$ cat src/rtl/key_bit_deserializer.sv
// Serial key-bit capture: assembles qualified SDRD bits into words,
// hands them off with valid/ack and tracks overrun/stall errors.
module key_bit_deserializer #(
    parameter int          WIDTH     = 8,
    parameter bit          MSB_FIRST = 1'b1,
    parameter int          TIMEOUT   = 255,
    parameter logic [15:0] SIGNATURE = 16'h00A5,
    localparam int         CW        = $clog2(WIDTH) + 1
) (
    input  logic             clk,
    input  logic             rst,
    input  logic             sser_n,
    input  logic             ba13,
    input  logic             ba12,
    input  logic             br_w,
    input  logic             bus_stb,
    input  logic             sdrd,
    output logic [WIDTH-1:0] word,
    output logic             word_valid,
    input  logic             word_ack,
    output logic             sig_match,
    output logic             overrun,
    output logic             stall_err,
    input  logic             err_clr,
    output logic [CW-1:0]    bit_count
);

    localparam logic [WIDTH-1:0] SIG   = SIGNATURE[WIDTH-1:0];
    localparam logic [CW-1:0]    LAST  = CW'(WIDTH - 1);
    localparam logic [CW-1:0]    ONE   = CW'(1);
    localparam logic [15:0]      TLAST = 16'(TIMEOUT - 1);

    typedef enum logic [1:0] {
        IDLE  = 2'd0,
        SHIFT = 2'd1,
        FULL  = 2'd2
    } state_t;

    state_t           state;
    logic [WIDTH-1:0] shreg;
    logic [WIDTH-1:0] shifted;
    logic [15:0]      timer;
    logic             take;

    assign take = bus_stb & ~sser_n & ~ba13 & ba12 & br_w;

    always_comb begin
        shifted = '0;
        if (MSB_FIRST)
            shifted = {shreg[WIDTH-2:0], sdrd};
        else
            shifted = {sdrd, shreg[WIDTH-1:1]};
    end

    always_ff @(posedge clk) begin
        if (rst) begin
            state      <= IDLE;
            shreg      <= '0;
            word       <= '0;
            word_valid <= 1'b0;
            sig_match  <= 1'b0;
            overrun    <= 1'b0;
            stall_err  <= 1'b0;
            bit_count  <= '0;
            timer      <= '0;
        end else begin
            // Clear first so an error set below in the same cycle wins.
            if (err_clr) begin
                overrun   <= 1'b0;
                stall_err <= 1'b0;
            end
            unique case (state)
                IDLE: begin
                    if (take) begin
                        shreg     <= shifted;
                        bit_count <= ONE;
                        timer     <= '0;
                        state     <= SHIFT;
                    end
                end
                SHIFT: begin
                    if (take) begin
                        shreg <= shifted;
                        timer <= '0;
                        if (bit_count == LAST) begin
                            word       <= shifted;
                            word_valid <= 1'b1;
                            sig_match  <= (shifted == SIG);
                            bit_count  <= '0;
                            state      <= FULL;
                        end else begin
                            bit_count <= bit_count + ONE;
                        end
                    end else if (timer == TLAST) begin
                        stall_err <= 1'b1;
                        bit_count <= '0;
                        timer     <= '0;
                        state     <= IDLE;
                    end else begin
                        timer <= timer + 16'd1;
                    end
                end
                FULL: begin
                    if (word_ack) begin
                        word_valid <= 1'b0;
                        sig_match  <= 1'b0;
                        if (take) begin
                            shreg     <= shifted;
                            bit_count <= ONE;
                            timer     <= '0;
                            state     <= SHIFT;
                        end else begin
                            state <= IDLE;
                        end
                    end else if (take) begin
                        overrun <= 1'b1;
                    end
                end
                default: state <= IDLE;
            endcase
        end
    end

endmodule

$ cat config.mk
export PLATFORM = sky130hd
export DESIGN_NAME = key_bit_deserializer
export DESIGN_NICKNAME = d
export VERILOG_FILES = /design/src/rtl/key_bit_deserializer.sv
export SDC_FILE = /design/constraint.sdc
export NUM_CORES = 1
export LEC_CHECK = 0
export ABC_AREA = 1
export CORE_ASPECT_RATIO = 0.8
export CORE_MARGIN = 3
export CORE_UTILIZATION = 54
export CTS_CLUSTER_DIAMETER = 50
export DETAILED_ROUTE_END_ITERATION = 10
export GPL_TIMING_DRIVEN = 0
export PLACE_DENSITY = 0.78
export SETUP_SLACK_MARGIN = 0.1
export SLEW_MARGIN = 20
export SYNTH_ARGS = -nofsm -noshare
export SYNTH_HDL_FRONTEND = slang
export SYNTH_SLANG_ARGS = --single-unit
export TNS_END_PERCENT = 50
$ cat constraint.sdc
create_clock -name clk -period 1.9 [get_ports clk]
set_clock_uncertainty 0.15 [all_clocks]
set_input_delay 0.38 -clock clk [delete_from_list [all_inputs] [get_ports clk]]
set_output_delay 0.38 -clock clk [all_outputs]
set_load 0.005 [all_outputs]
==> results.md, run 1 <==
* Drt total wl at ~5000 um
* Remaining Overflow, GRT at 0
* Netlist cell types at 27
* Hold worst-path end: overrun
* Period utilisation layout at 0.936
* Vias in the first global route at 1701
* Worst path max stage delay at roughly 530 ps
* Pin count of the biggest net entering global routing at 15
* Worst hold start: rst
* MaxCap Viol Count at 0
* Worst Setup Path Type: flip-flop to output port
* Worst-path clk slew at ~80 ps
* Inst Count DP at 360
* Yosys top cell by area: dfxtp_1
* Row Count at 19
* GRT Util Overall at 0.219
* Die Span Y at 60.9 um
* DRC errors left at 0
* Clock tree from TritonCTS: done
* Layout Utilization at 0.743
* First-pass GRT wire length at about 7600 um
* Initial antenna violation count at 0
* Period minus WS final at 1780 ps
* Top post-synthesis cells by area: dfxtp_1 (40%), nand2_1 (10%), a21oi_1 (7.4%)
* Final std cells w/o fill at 380
* Worst-Margin Slew at approximately 400 ps
* Worst R2R End: timer[9]
* HP Class: primary input to flip-flop
* # fillers at 274
* Syn avg cell area at approximately 6.9 um^2
* Hold path depth at 2
* Core area at between 0.003 and 0.004 mm^2
* Worst skew pair latency at 300 ps
* Critical Path Sink Type: output port
* Post-Syn Area at ~0.002 mm^2
* Cell Chain, Critical Path: clkdlybuf4s50_1
* Initial core utilization at 0.578
* Vias at a little over 2000
* I/O pins at 26
* Top cell type's share of synthesized area at 0.403
* Worst Path Buf+Inv at 1
* Commonest non-fill, non-tap cells in the layout: nand2_1 (56), dfxtp_1 (38), nor2_1 (37), inv_1 (36), a21oi_1 (30)
* Max Root-Sink Buffers at 2
* Pleak at 1.05 nW
* Rel. slew slack at 0.735
* H-tree Lvls at 2
* Crit Reg-Reg Startpoint: timer[6]
* Startpoint types: flip-flop
* Cells after Synth at just under 300
* Synth warn at 0
* Nets at 350
* Num CTS Buffers at 5
* Fmax at around 560 MHz
* First DRT Iteration DRCs at between 150 and 200
* Final Setup Violations at 0
* Syn-to-layout area delta at 28.5%
* Critical path required time at 1370 ps
* Post-CTS Hold Buffers at 0
* Yosys reg bits at ~40
* I/O Buffers at 24
* Die W at 74.6 um
* Via density at between 5 and 6
* Final Hold Vio Count at 0
* Clock root buffer: clkbuf_8
* Sequential fraction of the synthesis area at 0.403
* Post-DP HPWL at around 3200 um
* Final slew viol count at 0
* Layout cells sized above 1 at 0.163
* Peak supply drop at between 600 and 700 uV
* Commonest non-fill, non-tap cell in the layout: nand2_1
* Cell Pwr Density at between 700 and 800 mW/mm^2
* DR WL/cell at between 10 and 15 um
* WP data arrival at between 1000 and 1500 ps
* Antenna Nets Post-Route at 0
* Unrepaired setup endpoints after global routing: true
* Antenna cells at 0
* Critical path's top delay family: buffers and inverters
* CTS Sinks at 41
* Drt pass-1 iters at 4
* RePlAce Congestion at between 0.8 and 0.9
* R2r setup slk at between 150 and 200 ps
* Crit-path slowest cell: clkdlybuf4s50_1
* Worst r2r path cells at 11
* Outcome: finished clean
* Die area at about 0.0045 mm^2
* Crit Path Max Fanout at 5
* Syn_nets at 307
[cell usage after synthesis]
cell,count
a2bb2oi_1,1
xor2_1,1
a21oi_1,30
buf_6,2
nor2_4,4
o21bai_1,1
o21ai_0,15
nand2_2,2
clkbuf_1,1
o21ai_1,4
ha_1,3
nor4_1,2
inv_4,1
nand3_1,25
nor2_2,3
nand2_1,56
nor2_1,38
nor3_1,8
inv_2,4
inv_1,37
buf_2,3
dfxtp_1,41
a211oi_2,1
nand4_1,6
or2_2,1
nand2_4,3
buf_4,1
[routing by layer]
layer / GRT usage / up-vias / wire (um)
met5: 0 / - / 0
met4: 0.0812 / 0 / 63
met3: 0.0447 / 6 / 335
met2: 0.335 / 62 / 2250
met1: 0.306 / 909 / 2320
li1: - / 1036 / -
[cell families after synthesis]
group,synth area share
AOI/OAI and AO/OA,0.135
buffers and inverters,0.103
adders and majority gates,0.0185
xor gates and xnor gates,0.00431
DFF,0.403
and+or+nand+nor,0.336
[cell type report]
| class | instances | area, um^2 | share of cell area |
|---|---|---|---|
| Multi-Input combinational cell | 205 | 1060 | 0.407 |
| Sequential cell | 41 | 827 | 0.316 |
| Timing Repair Buffer | 34 | 318 | 0.122 |
| Inverter | 42 | 163 | 0.0622 |
| Clock buffer | 5 | 68.8 | 0.0263 |
| Clock inverter | 3 | 68.8 | 0.0263 |
| Tap cell | 42 | 52.6 | 0.0201 |
| Buffer | 7 | 48.8 | 0.0187 |
| Timing Repair inverter | 1 | 5.00 | 0.00191 |
[stage by stage]
stage | cell area (um^2) | TNS [ps] | power (mW) | setup WS [ps] | hold WS (ps)
2_1_floorplan | 2030 | 0 | 0.947 | 332 | 300
3_3_place_gp | 2330 | -4090 | 0.982 | -187 | 303
3_5_place_dp | 2330 | -4530 | 0.983 | -207 | 309
4_1_cts | 2460 | 0 | 1.84 | 98.4 | 251
5_1_grt | 2620 | 0 | 1.90 | 37.8 | 258
6_report | 2620 | 0 | 1.84 | 121 | 257
[worst max path at each step]
stage | start | to | slack (ps) | depth (start not counted)
global placement | ba12 | timer[13] | -190 | 9
floorplan | bit_count[0] | word[1] | 330 | 8
global route | timer[1] | timer[12] | 40 | 9
finish | bit_count[2] | bit_count[2] | 120 | 1
detailed placement | ba12 | timer[13] | -210 | 9
CTS | bit_count[0] | bit_count[0] | 100 | 1
[power breakdown]
group / leakage, nW / internal [mW] / switching, mW
Sequential: 0.332 / 0.864 / 0.00574
Combinational: 0.652 / 0.0438 / 0.0636
Clock: 0.0687 / 0.529 / 0.333
[repair_timing]
item                                    in CTS  in global routing
pin swaps                                    1                  5
cloned                                       0                  2
setup buffers                                0                 10
gates resized for setup                      0                 17
endpoints found under the setup margin       2                 29
[registers in the layout, summed over array words and instances, names as in the netlist]
name / flops
state: 2
timer: 16
overrun: 1
sig_match: 1
word: 8
shreg: 7
stall_err: 1
word_valid: 1
bit_count: 4
(Power assumes the default switching activity.)
==> inputs of run 2 (changes only) <==
Settings changed: CTS_CLUSTER_DIAMETER 50 to default.
==> results of run 2 <==
Final layout, timing and power as in run 1 (identical DEF).
==> variant: new RTL, config.mk and constraints of run 2 <==
Change the parameter `WIDTH` from 8 to 16.
--- a/src/rtl/key_bit_deserializer.sv
+++ b/src/rtl/key_bit_deserializer.sv
@@ -3,3 +3,3 @@
 module key_bit_deserializer #(
-    parameter int          WIDTH     = 8,
+    parameter int          WIDTH     = 16,
     parameter bit          MSB_FIRST = 1'b1,
Ports: changed (resized bit_count and word); port bits go from 26 to 35. The function was not compared with the original's and may differ.
==> variant against run 2 <==
- utilization is 2.8 points lower
- cell area up 29%
- critical path depth increased by 9
- area after synthesis increased by 35%
- worst setup slack worse by 0.026 ns
- total power grew 35%
- critical endpoint is now timer[5]
- global-route usage grew 1.9 points
- sequential cell count grew 17
- wire length is 35% higher
- critical path type is now in -> reg
- combinational power hardly changed
==> variant: results (changes against run 2) <==
* Post-synthesis sequential area ratio at 0.424 (+0.0207)
* DP Cell Count at 479 (+33%)
* Setup bufs post-CTS at 0 (unchanged)
* Final wirelength at 6.69 mm (+35%)
* Clock transition at the registers of the reported paths at 0.07 ns
* DRT Pass-1 Iters at 5 (+1)
* DPL Wire Length at 4.66 mm (+46%)
* GRT Total Usage at 0.238 (+0.0192)
* Regs by FF count: timer: 16 flops, word: 16 flops, shreg: 15 flops
* Post-CTS Hold Buffers at 0 (unchanged)
* Max_slew headroom at 0.575 (-0.159)
* Worst reg2reg startpoint: timer[1]
* Nets at 446 (+27%)
* Outcome: completed
* Cell Area, Placed at 3140 µm² (+35%)
* RR Endpoint: timer[14]
* VDD IR-drop max at 468 µV (-26%)
* Combinational cell power at 0.107 mW (about the same)
* Clock share of power at 0.458 (-0.011)
* Min-Delay Startpoint: rst
* Synth Instances at 386 (+31%)
* GP Congestion at 0.872 (about the same)
* Met2 wire length at 2.85 mm (+27%)
* Synth Area in Adders at 0.0137 (-0.00474)
* Met3 wire length at 615 µm (+84%)
* Ranking of synthesized cells by area: dfxtp_1, nand2_1, nor2_1
* Via density at 5.35 (+1.0%)
* Port-buffer cells at 33 (+38%)
* CP max stage delay at 0.49 ns (-0.04 ns)
* Initial drt markers at 257 (+59%)
* Synth cell count leaders: nand2_1, dfxtp_1, nor2_1, a21oi_1, inv_1
* Critical Path AT at 1.95 ns (+0.70 ns)
* Syn_nets at 399 (+30%)
* Post-synth top flop: dfxtp_1
* CP max FO at 10 (+5)
* Fill cell count at 379 (+38%)
* DR top layer: met4
* H-tree depth at 3 (+1)
* Power Internal at 1.90 mW (+32%)
* Share of layout cells above drive strength 1 at 0.146 (-0.0166)
* Worst Hold Path EP: bit_count[2]
* Leakage Power at 1.30 nW (+23%)
* Total CTS buffers at 9 (+4)
* Vias in the first global route at 2311 (+36%)
* Clock latency on the worst-skew pair at 0.35 ns (+0.05 ns)
* Xor and xnor fraction of the mapped netlist area at 0.00320 (-0.00111)
* Clk buf depth at 2 (unchanged)
* Compound-Gate Fraction of Synth Area at 0.139 (+0.00471)
* First-pass GRT wire length at 11.2 mm (+47%)
* Hold Path Stages at 2 (unchanged)
* Clock Tree Root: clkbuf_8
* Largest net degree at the start of global routing at 11 (-4)
* Finished Layout Cells at 498 (+31%)
* FF-to-FF path depth at 8 (-3)
* Ys Warns at 0 (unchanged)
* Synth unique cells at 29 (+7.4%)
* Post-synth ARST share at 0 (unchanged)
* WL met1 at 3.12 mm (+34%)
* Resized cells post-CTS at 2 (+2)
## variant: changes by cell type after synthesis, sizes merged, moves of 2 or more
cell    before  now
a21oi       30   45
buf          6    9
clkbuf       1    3
dfxtp       41   58
inv         42   36
nand2       61  106
nand3b       0    5
nor2        45   51
nor3         8   11
nor4         2    0
## variant: layout make-up
cell class,instances,share of cell area
Buffer,12,0.0207
Clock buffer,11,0.0418
Inverter,37,0.0425
Clock inverter,5,0.0159
Multi-Input combinational cell,279,0.408
Tap cell,60,0.0222
Timing Repair Buffer,36,0.105
Sequential cell,58,0.344
## variant: metal layers
metal  GRT usage  vias to the layer above
met1       0.347                     1179
met2       0.320                      129
met3      0.0986                       16
met4      0.0633                        0
met5           0                        -
li1            -                     1341
## variant: cell families after synthesis
logic type               Yosys count
AND/OR/NAND/NOR                  207
AO/OA/AOI/OAI                     68
flip-flops                        58
buffers and inverters             49
adder cells (fa/ha/maj)            3
XOR/XNOR                           1
## variant: worst max path at each step
stage,start,endpoint
global placement,ba13,bit_count[4]
detailed placement,ba13,bit_count[4]
CTS,bit_count[2],bit_count[2]
finish,br_w,timer[5]
floorplan,bit_count[0],word[1]
global route,br_w,timer[5]
## variant: metrics by stage
step / TNS (ns) / hold WS (ns) / setup slack, ns / power, mW / util
floorplan: 0 / 0.300 / 0.356 / 1.32 / -
global placement: -8.34 / 0.303 / -0.332 / 1.36 / 0.664
detailed placement: -10.11 / 0.306 / -0.359 / 1.37 / 0.664
CTS: 0 / 0.162 / 0.0904 / 2.49 / 0.707
global route: 0 / 0.170 / 0.0227 / 2.56 / 0.715
finish: 0 / 0.165 / 0.0952 / 2.47 / 0.715
## variant: worst max-delay path, delay by kind of cell
kind | cells | cell delay (ns)
compound gates | 1 | 0.32
buf+inv | 4 | 0.82
simple gates | 5 | 0.42
